File: src/rtl/cred_auth_ctrl.sv
// Credential authentication controller: two-step login (user ID, then
// password) checked against a synchronous credential ROM, with
// consecutive-failure counting, timed lockout, password-entry timeout
// and explicit logout.
//
// Handshake: enter and logout are single-cycle strobes.
// - enter is acted on only in IDLE and WAIT_PW.
// - logout is acted on only in GRANTED.
// - The ROM is addressed continuously by the latched ID.
// - rom_data is valid one cycle after rom_addr is presented.
module cred_auth_ctrl #(
  parameter int CRED_W         = 8,
  parameter int NUM_USERS      = 8,
  parameter int ADDR_W         = 3,
  parameter int MAX_FAILS      = 3,
  parameter int LOCK_CYCLES    = 1000,
  parameter int TIMEOUT_CYCLES = 5000
) (
  input  logic              clk,
  input  logic              rst,
  input  logic              enter,
  input  logic [CRED_W-1:0] cred_in,
  input  logic              logout,
  output logic [ADDR_W-1:0] rom_addr,
  input  logic [CRED_W-1:0] rom_data,
  output logic [ADDR_W-1:0] user_id,
  output logic              logged_in,
  output logic              auth_fail,
  output logic              locked,
  output logic [3:0]        fail_cnt,
  output logic              busy,
  output logic [2:0]        state_dbg
);

  localparam int TW = $clog2(TIMEOUT_CYCLES + 1);
  localparam int LW = $clog2(LOCK_CYCLES + 1);

  typedef enum logic [2:0] {
    S_IDLE    = 3'd0,
    S_WAIT_PW = 3'd1,
    S_FETCH   = 3'd2,
    S_CMP     = 3'd3,
    S_GRANTED = 3'd4,
    S_LOCKOUT = 3'd5
  } state_e;

  state_e            state_q, state_d;
  logic [ADDR_W-1:0] id_q, id_d;
  logic [CRED_W-1:0] pw_q, pw_d;
  logic [TW-1:0]     tmr_q, tmr_d;
  logic [LW-1:0]     lock_q, lock_d;
  logic [3:0]        fail_q, fail_d;
  logic              afail_q, afail_d;
  logic              id_valid;
  logic              fail_act;
  logic [3:0]        fail_inc;

  // An ID is valid only if the bits above the address field are zero
  // and the address is below the configured user count.
  assign id_valid = (cred_in[CRED_W-1:ADDR_W] == '0) &&
                    ({1'b0, cred_in[ADDR_W-1:0]} < (ADDR_W+1)'(NUM_USERS));

  // Saturating increment of the consecutive failure count.
  assign fail_inc = (fail_q == 4'hF) ? 4'hF : fail_q + 4'd1;

  // Next-state, datapath and failure handling.
  always_comb begin
    state_d  = state_q;
    id_d     = id_q;
    pw_d     = pw_q;
    tmr_d    = tmr_q;
    lock_d   = lock_q;
    fail_d   = fail_q;
    afail_d  = 1'b0;
    fail_act = 1'b0;
    case (state_q)
      S_IDLE: begin
        if (enter) begin
          if (id_valid) begin
            id_d    = cred_in[ADDR_W-1:0];
            tmr_d   = '0;
            state_d = S_WAIT_PW;
          end else begin
            fail_act = 1'b1;
          end
        end
      end
      S_WAIT_PW: begin
        // A password arriving on the final allowed cycle beats the timeout.
        if (enter) begin
          pw_d    = cred_in;
          state_d = S_FETCH;
        end else if (tmr_q == TW'(TIMEOUT_CYCLES - 1)) begin
          state_d = S_IDLE;
        end else begin
          tmr_d = tmr_q + TW'(1);
        end
      end
      S_FETCH: state_d = S_CMP;
      S_CMP: begin
        if (rom_data == pw_q) begin
          fail_d  = 4'd0;
          state_d = S_GRANTED;
        end else begin
          fail_act = 1'b1;
        end
      end
      S_GRANTED: begin
        if (logout) state_d = S_IDLE;
      end
      S_LOCKOUT: begin
        if (lock_q == LW'(LOCK_CYCLES - 1)) begin
          fail_d  = 4'd0;
          state_d = S_IDLE;
        end else begin
          lock_d = lock_q + LW'(1);
        end
      end
      default: state_d = S_IDLE;
    endcase
    if (fail_act) begin
      afail_d = 1'b1;
      fail_d  = fail_inc;
      if (fail_inc == 4'(MAX_FAILS)) begin
        lock_d  = '0;
        state_d = S_LOCKOUT;
      end else begin
        state_d = S_IDLE;
      end
    end
  end

  // State and datapath registers; reset drops any pending failure pulse.
  always_ff @(posedge clk or posedge rst) begin
    if (rst) begin
      state_q <= S_IDLE;
      id_q    <= '0;
      pw_q    <= '0;
      tmr_q   <= '0;
      lock_q  <= '0;
      fail_q  <= 4'd0;
      afail_q <= 1'b0;
    end else begin
      state_q <= state_d;
      id_q    <= id_d;
      pw_q    <= pw_d;
      tmr_q   <= tmr_d;
      lock_q  <= lock_d;
      fail_q  <= fail_d;
      afail_q <= afail_d;
    end
  end

  assign rom_addr  = id_q;
  assign logged_in = (state_q == S_GRANTED);
  assign user_id   = (state_q == S_GRANTED) ? id_q : '0;
  assign auth_fail = afail_q;
  assign locked    = (state_q == S_LOCKOUT);
  assign fail_cnt  = fail_q;
  assign busy      = (state_q == S_FETCH) || (state_q == S_CMP);
  assign state_dbg = state_q;

endmodule

File: config.mk
export PLATFORM = sky130hd
export DESIGN_NAME = cred_auth_ctrl
export DESIGN_NICKNAME = d
export VERILOG_FILES = /design/src/rtl/cred_auth_ctrl.sv
export SDC_FILE = /design/constraint.sdc
export NUM_CORES = 1
export LEC_CHECK = 0
export ABC_AREA = 1
export CAP_MARGIN = 10
export CORE_AREA = 5 5 77 79
export DETAILED_ROUTE_END_ITERATION = 10
export DIE_AREA = 0 0 82 84
export PLACE_DENSITY = 0.7
export SKIP_LAST_GASP = 1
export SYNTH_ARGS = -nofsm -noshare
export SYNTH_HDL_FRONTEND = slang
export SYNTH_SLANG_ARGS = --single-unit
File: constraint.sdc
create_clock -name clk -period 1.9 [get_ports clk]
set_input_delay 0.285 -clock clk [delete_from_list [all_inputs] [get_ports clk]]
set_output_delay 0.285 -clock clk [all_outputs]
set_load 0.01 [all_outputs]
== Word level (Yosys, flattened, before mapping) ==
Index checks and enable logic that the tools add are counted.
Storage, ports and cells
  word-level logic and storage cells: 70
  bits in registers: 42
  output and inout port bits: 17
  bits of input ports: 20
Operators by class
  equality and inequality tests: 20
  multiplexer cells: 30
  reduce and logical (&&, ||, !) cells: 10
  $add $sub $neg: 3
Operators by type and width (number)
  13-bit 2-to-1 mux: 4
  10-bit 2-to-1 mux: 4
  3-bit 2-to-1 mux: 10
  13-bit one-hot mux with 2 select lines: 1
  3-bit one-hot mux with 6 select lines: 1
  4-bit 2-to-1 mux: 4
  13-bit by 1-bit adder with 13-bit output (second input constant): 1
  13-bit equality test (second input constant): 1
  10-bit by 1-bit adder with 10-bit output (second input constant): 1
  10-bit equality test (second input constant): 1
  3-bit != test (second input constant): 3
  8-bit equality test: 1
  2-bit != test (second input constant): 4
  4-bit one-hot mux with 2 select lines: 1
  3-bit by 2-bit equality test with 1-bit output (second input constant): 2
  3-bit equality test (second input constant): 2
  3-bit AND reduction: 2
  6-bit AND reduction: 1
  5-bit zero test: 1
  5-bit AND reduction: 1
  4-bit by 1-bit adder with 4-bit output (second input constant): 1
  4-bit by 2-bit equality test with 1-bit output (second input constant): 1
  4-bit equality test (second input constant): 1
  1-bit 2-to-1 mux: 4
  10 further kinds: 10

== Depth between registers and ports, before layout ==
Gate-level depths: netlist of run 1.
  word-level depth: 6
  mapped depth: 13

== Worst setup path before layout of run 1 ==
Ideal clock, no wire load.
  path type: reg2reg
  from: reg fail_q[0], in the netlist fail_cnt[0]
  to: reg lock_q[2]
  path slack: 0.364 ns
  arrival time: 1.416 ns
  path buffers: 0
  period minus slack after synthesis: 1.536 ns
  cell stages (with the launch flop): 10
  cell sequence: dfrtp_1 > ha_1 > nand2_1 > inv_1 > nand2_1 > o21ai_0 > nor3_1 > nand3_1 > inv_2 > nor2_1
Between the ends
  longest elaborated chain between the ends: 5
RTL lines
  from (decl): line 52  | logic [3:0] fail_q, fail_d;
  from (signal assigned): line 149  | fail_q <= fail_d;
  4-bit by 1-bit adder with 4-bit output / 4-bit equality test (equally long branches): line 64  | assign fail_inc = (fail_q == 4'hF) ? 4'hF : fail_q + 4'd1;
  4-bit 2-to-1 mux (*): line 64
  4-bit by 2-bit equality test with 1-bit output (*): line 124  | if (fail_inc == 4'(MAX_FAILS)) begin
  10-bit 2-to-1 mux (*): line 124
  10-bit 2-to-1 mux (*): line 121  | if (fail_act) begin
  via lock_d[2]: line 51  | logic [LW-1:0] lock_q, lock_d;
  to (signal assigned): line 148  | lock_q <= lock_d;
  to (decl): line 51
Mark *: on every way through the listed nets, which the timed path passes. The rest lies on a longest branch.
A chain may end at the register's enable or synchronous reset.

== Final worst setup path of run 1 ==
  from: reg state_q[1], in the netlist state_dbg[1]
  to: out logged_in
Between the ends
  longest elaborated chain between the ends: 1
RTL lines
  from (decl): line 47  | state_e state_q, state_d;
  from (signal assigned): line 144  | state_q <= state_d;
  3-bit equality test: line 155  | assign logged_in = (state_q == S_GRANTED);
  to (decl): line 27  | output logic logged_in,
No other way between the ends.

==> flow_summary_export.csv, run 1 <==
group,metric,value,unit
job,maxCapViolCount,0,
clock_tree,cts_made_buffers,5,
clock_tree,cts.sinks,42,
final_layout,syn_to_final_growth,26.4,%
synthesis,yosysWarnings,0,
final_layout,diodes,0,
synthesis,postSynth.asyncResetShare,1.00,
setup_path,rrSetupSlack,0.20,ns
final_layout,finalNonFillerCells,458,
timing,fin_skew,0.0131,ns
synthesis,synth-edff-count,0,
floorplan,io_pins,37,
timing,relSlewSlack,0.711,
synthesis,synth_area_leaders,"dfrtp_1 43%, nand2_1 16%, inv_1 6.8%, nor2_1 6.1%, nand3_1 4.5%",
route,drc_errors,0,
timing,hold_viol_final,0,
synthesis,ys_ff_latch,42,
route,routed_wl,5180,µm
global_routing,use_met1,0.222,
timing,setup_viol,0,
global_routing,use_met2,0.268,
floorplan,initial_utilization,0.464,
setup_path,worst-r2r-cell-count,11,
route,drtPass1Iterations,4,
setup_path,crit_end,"logged_in",
timing,max_freq,0.558,GHz
run_status,status,"finished clean",
clock_tree,cts_buffer_depth,2,
synthesis,synth_top_area_share,0.430,
power,vdd_drop_max,0.587,mV
global_routing,met3_usage,0.0378,
route,drt_iter0_markers,91,
synthesis,postSynthAreaPerCell,7.32,µm²
synthesis,synth_cell_types,31,
final_layout,layout-drive-gt1-share,0.111,
global_routing,gr-total-overflow,0,
setup_path,r2r_end,"lock_q[1]",
synthesis,synth_common_cells,"101 x nand2_1, 44 x inv_1, 42 x dfrtp_1, 40 x nor2_1, 22 x nand3_1",
setup_path,critPathRequiredTime,1.62,ns
timing,report.final.slew_viol_count,0,
timing,fin_hold_ws,0.336,ns
global_routing,grt_pass1_wl,9030,µm
synthesis,ys_seq_area_frac,0.430,
synthesis,netlist_instances,334,
floorplan,rows,27,
route,wl_per_cell,11.3,µm
setup_path,end_kind,"primary output",
place,dp_hpwl,4100,µm
floorplan,fp.dieH,84,µm
setup_path,crit_fanout,3,
hold_path,min_path_type,"input pin to asynchronous set/reset pin",
route,avgViaCountPerCell,4.77,
clock_tree,insertion_delay,0.29,ns
setup_path,regToRegStartpoint,"state_dbg[0]",
global_routing,grt_busiest_layer,"met2",
global_routing,grt_max_degree,24,
place,routabilityCongestion,0.891,
global_routing,grtUsageTotal,0.165,
synthesis,synth_top_area_cell,"dfrtp_1",
route,num_vias,2186,
clock_tree,htreeDepth,2,
setup_path,critPathKind,"flip-flop to primary output",
setup_path,crit_arrival,1.51,ns
floorplan,fp.dieW,82,µm
floorplan,dieArea,6890,µm²
global_routing,grt_pass1_vias,2054,
synthesis,syn_area,2440,µm²
clock_tree,cts_tree,"built",
clock_tree,root_buffer,"clkbuf_8",
synthesis,synth_most_common_cell,"nand2_1",
final_layout,final_nets,408,
synthesis,synthFlopType,"dfrtp_1",
synthesis,syn_nets,357,
place,port_buffers,36,
global_routing,grt_antenna_before_repair,0,
floorplan,core_area,5270,µm²
power,finalPower,4.01,mW
setup_path,crit_path_start,"state_dbg[1]",
timing,fin_crit,1.79,ns
timing,max_slew.worst_pin.slew,0.429,ns
timing,finalCritPeriodShare,0.943,
clock_tree,path_clk_slew,0.09,ns
power,p_leak,1.49,nW
power,p_per_area,1300,nW/µm²
setup_path,startpoint_type,"flip-flop",
place,place_inst,448,
route,ant_nets,0,
layout make-up:
class | count | area [µm²]
Sequential cell | 42 | 1050
Clock inverter | 3 | 40.0
Fill cell | 503 | 2180
Tap cell | 72 | 90.1
Multi-Input combinational cell | 239 | 1210
Timing Repair Buffer | 48 | 444
Clock buffer | 5 | 68.8
Inverter | 49 | 186
how the worst min path moves through the flow:
stage / from / end
floorplan: cred_in[3] / pw_q[3]
global placement: pw_q[3] / pw_q[3]
detailed placement: pw_q[3] / pw_q[3]
CTS: rst / tmr_q[3]
global route: rst / tmr_q[2]
finish: rst / pw_q[2]
worst max-delay path: stages, from the launching register on:
cell and delay, ns:
dfrtp_2 0.45, nor3_4 0.20, clkdlybuf4s50_1 0.56
what timing repair did:
| item | 4_1_cts | 5_1_grt |
|---|---|---|
| hold buffers | 0 | 0 |
| setup endpoints to repair | 6 | 18 |
| resized for setup | 9 | 4 |
| buffers inserted | 2 | 0 |
flip-flops by register name (all words and copies together) (netlist names):
signal and cells:
rom_addr 3, fail_cnt 4, lock_q 10, auth_fail 1, state_dbg 3, pw_q 8, tmr_q 13
report_power, final:
part / switching, mW / total [mW] / internal, mW
Sequential: 0.259 / 1.45 / 1.20
Combinational: 1.07 / 1.86 / 0.790
Clock: 0.316 / 0.703 / 0.387
Total: 1.64 / 4.01 / 2.37
metal layers:
| metal | routed length, µm | part of all wire |
|---|---|---|
| met4 | 56 | 0.011 |
| met2 | 2530 | 0.49 |
| met5 | 0 | 0 |
| met3 | 147 | 0.028 |
| met1 | 2440 | 0.47 |
cell families after synthesis:
| family | count (synthesis) | share of synthesized area |
|---|---|---|
| fa+ha+maj | 3 | 0.0154 |
| compound gates | 33 | 0.0788 |
| xor+xnor | 17 | 0.0609 |
| simple gates | 186 | 0.330 |
| buf+inv | 53 | 0.0850 |
| flops | 42 | 0.430 |
through the flow:
stage                     setup TNS [ns]  area (µm²)  setup WS, ns   util
final                                  0        3090         0.108  0.586
after global routing            -0.00695        3090      -0.00695  0.586
after CTS                              0        3080        0.0549  0.584
after detailed placement        -0.00833        2950      -0.00833  0.559
after global placement                 0        2950        0.0479  0.559
after floorplan                        0        2440         0.364      -
cells in the final DEF, fill, tap and decap left out:
cell type / instances
a21oi_1: 6
a21oi_2: 1
buf_4: 12
bufinv_16: 1
clkbuf_8: 5
clkdlybuf4s50_1: 31
clkinv_2: 2
dfrtp_1: 40
dfrtp_2: 2
dlygate4sd2_1: 5
ha_1: 3
inv_1: 44
inv_2: 4
inv_4: 1
nand2_1: 101
nand2_2: 1
nand2_4: 2
nand3_1: 21
nand3_2: 1
nand4_1: 2
nor2_1: 38
nor2_2: 3
nor2_4: 1
nor2_8: 1
nor3_1: 8
nor3_2: 1
nor3_4: 1
nor4_1: 1
nor4b_1: 1
o211ai_1: 1
o21a_1: 1
o21ai_0: 16
o21ai_1: 1
o21ai_2: 1
o31ai_1: 6
or2_2: 3
xnor2_1: 6
xor2_1: 11
Note: power is estimated with default switching activity, not from simulation.
==> run 2: changes to the inputs <==
Settings changed: SETUP_SLACK_MARGIN from default to 0.5.
==> run 2 against run 1 <==
Setup slack gained 0.11 ns. Routed wire length grew 17%. First-iteration DRC count rose by 26%. Clock skew down 0.0059 ns. Via count is 9.0% higher. Global-route usage increased by 2.1 points. Maximum frequency increased by 6.4%. Register-to-register slack improved by 0.02 ns. Critical path type is now flip-flop to flip-flop. Largest cell class unchanged.
==> flow_summary_export.csv, run 2 (synthesized netlist as in run 1, its figures left out) <==
group,metric,value,unit
setup_path,critPathRequiredTime,2.08,ns
floorplan,fp.dieH,84,µm
setup_path,end_kind,"flip-flop",
final_layout,largest_reg_flops,13,
global_routing,grt_pass1_wl,10200,µm
clock_tree,htreeDepth,2,
route,ant_nets,0,
global_routing,gr-total-overflow,0,
route,drt_iter0_markers,115,
route,drc_errors,0,
final_layout,diodes,0,
setup_path,timing.critical_path.buf_inv,4,
route,drtPass1Iterations,4,
final_layout,final_nets,440,
timing,fin_tns_setup,0,ns
hold_path,min_path_type,"input pin to asynchronous set/reset pin",
final_layout,multi_input_area,1400,µm²
power,p_per_area,1330,nW/µm²
final_layout,top_regs,"tmr_q x13, lock_q x10, pw_q x8",
global_routing,grt_pass1_vias,2391,
timing,setup_viol,0,
route,num_vias,2383,
final_layout,final_common_cell,"nand2_1",
clock_tree,path_clk_slew,0.08,ns
clock_tree,cts_tree,"built",
timing,relSlewSlack,0.800,
final_layout,nFillCells,427,
clock_tree,cts_made_buffers,5,
global_routing,grt_max_degree,43,
global_routing,grt_antenna_before_repair,0,
floorplan,dieArea,6890,µm²
final_layout,regMostFlops,"tmr_q",
route,wl_per_cell,12.3,µm
timing,max_freq,0.594,GHz
floorplan,rows,27,
timing,max_slew.worst_pin.slew,0.297,ns
timing,report.final.slew_viol_count,0,
timing,finalCritPeriodShare,0.887,
global_routing,grtUsageTotal,0.186,
clock_tree,root_buffer,"clkbuf_8",
setup_path,crit_fanout,6,
power,vdd_drop_max,0.823,mV
final_layout,layout-drive-gt1-share,0.289,
floorplan,core_area,5270,µm²
timing,rsz0062_at_grt,"true",
floorplan,initial_utilization,0.464,
clock_tree,cts.sinks,42,
final_layout,final_cell_mix,"94 x nand2_1, 39 x dfrtp_1, 38 x inv_1",
floorplan,io_pins,37,
setup_path,startpoint_type,"flip-flop",
setup_path,cp_slowest_stage_delay,0.42,ns
setup_path,critPathTopFamily,"simple AND/OR/NAND/NOR gates",
job,maxCapViolCount,0,
final_layout,regArea,1050,µm²
setup_path,critPathKind,"flip-flop to flip-flop",
route,routed_wl,6040,µm
timing,fin_skew,0.00726,ns
route,avgViaCountPerCell,4.86,
floorplan,fp.dieW,82,µm
place,routabilityCongestion,0.818,
timing,fin_crit,1.68,ns
clock_tree,insertion_delay,0.29,ns
clock_tree,cts_buffer_depth,2,
run_status,status,"finished clean",
clock_tree,postCtsHoldBufs,0,
power,p_leak,1.70,nW
place,dp_hpwl,3990,µm
setup_path,crit_chain,"buf_4 > inv_4 > nor2_4 > nand2_4 > nor2_8 > inv_4 > o21ai_2 > nor2_2 > nand2_4 > buf_6 > nor2_2 > o21a_1",
final_layout,syn_to_final_growth,45.6,%
place,port_buffers,36,
timing,hold_viol_final,0,
final_layout,final_util,0.675,
setup_path,crit_arrival,1.87,ns
setup_path,slowest_stage,"dfrtp_2",
## run 2: changes by cell type in the layout (fill, tap and decap cells not counted), sizes merged
cell | previous run | this run
buf | 12 | 50
clkdlybuf4s50 | 31 | 19
clkbuf | 5 | 9
dlygate4sd2 | 5 | 8
bufinv | 1 | 0
clkinv | 2 | 1
clkinvlp | 0 | 1
## run 2: worst paths after layout
| path | from | end | slack [ns] | cells past startpoint |
|---|---|---|---|---|
| max in group asynchronous | rst | state_dbg[1] | 1.32 | 3 |
| min in group clk | pw_q[6] | pw_q[6] | 0.50 | 2 |
| max reg2reg | state_dbg[0] | tmr_q[6] | 0.22 | 12 |
| min | rst | fail_cnt[2] | 0.34 | 3 |
| max | state_dbg[0] | tmr_q[6] | 0.22 | 12 |
| min reg2reg | pw_q[6] | pw_q[6] | 0.50 | 2 |
## run 2: worst min-delay path, stage by stage
cell	delay [ns]
clkdlybuf4s50_1	0.39
inv_1	0.09
buf_12	0.24
## run 2: metal layers
layer / global-route usage / share of wire / vias to the layer above
met5: 0 / 0 / -
met2: 0.306 / 0.48 / 59
met3: 0.0367 / 0.050 / 7
met4: 0.0574 / 0.017 / 0
met1: 0.243 / 0.45 / 1107
li1: - / - / 1210
## run 2: final cells by class
class,count,area share
multi-input cells,239,0.392
flip-flops and latches,42,0.296
repair buffers,79,0.200
inverters,49,0.0587
well taps,72,0.0253
clock buffers,7,0.0243
repair inverters,1,0.00211
clock inverters,1,0.00141
## run 2: what timing repair did
action                                  4_1_cts  5_1_grt
setup buffers                                18       12
resized for setup                            72       47
endpoints found under the setup margin       49       44
cloned                                        1        0
pin swaps                                     9       12
## run 2: per-stage QoR
stage	std cells	worst slack, ns	hold WS (ns)	total power, mW	cell area, µm²
floorplan	334	0.425	0.402	2.66	2470
global placement	451	0.0446	0.476	3.34	3010
detailed placement	451	0.00633	0.481	3.38	3010
CTS	478	0.222	0.348	4.36	3330
global route	490	0.116	0.367	5.12	3560
finish	490	0.215	0.340	4.73	3560
## run 2: where the power goes
group	switching, mW	internal [mW]	total (mW)	leakage (nW)
Clock	0.297	0.293	0.590	0.0482
Combinational	1.43	1.23	2.66	1.10
Sequential	0.279	1.20	1.48	0.551
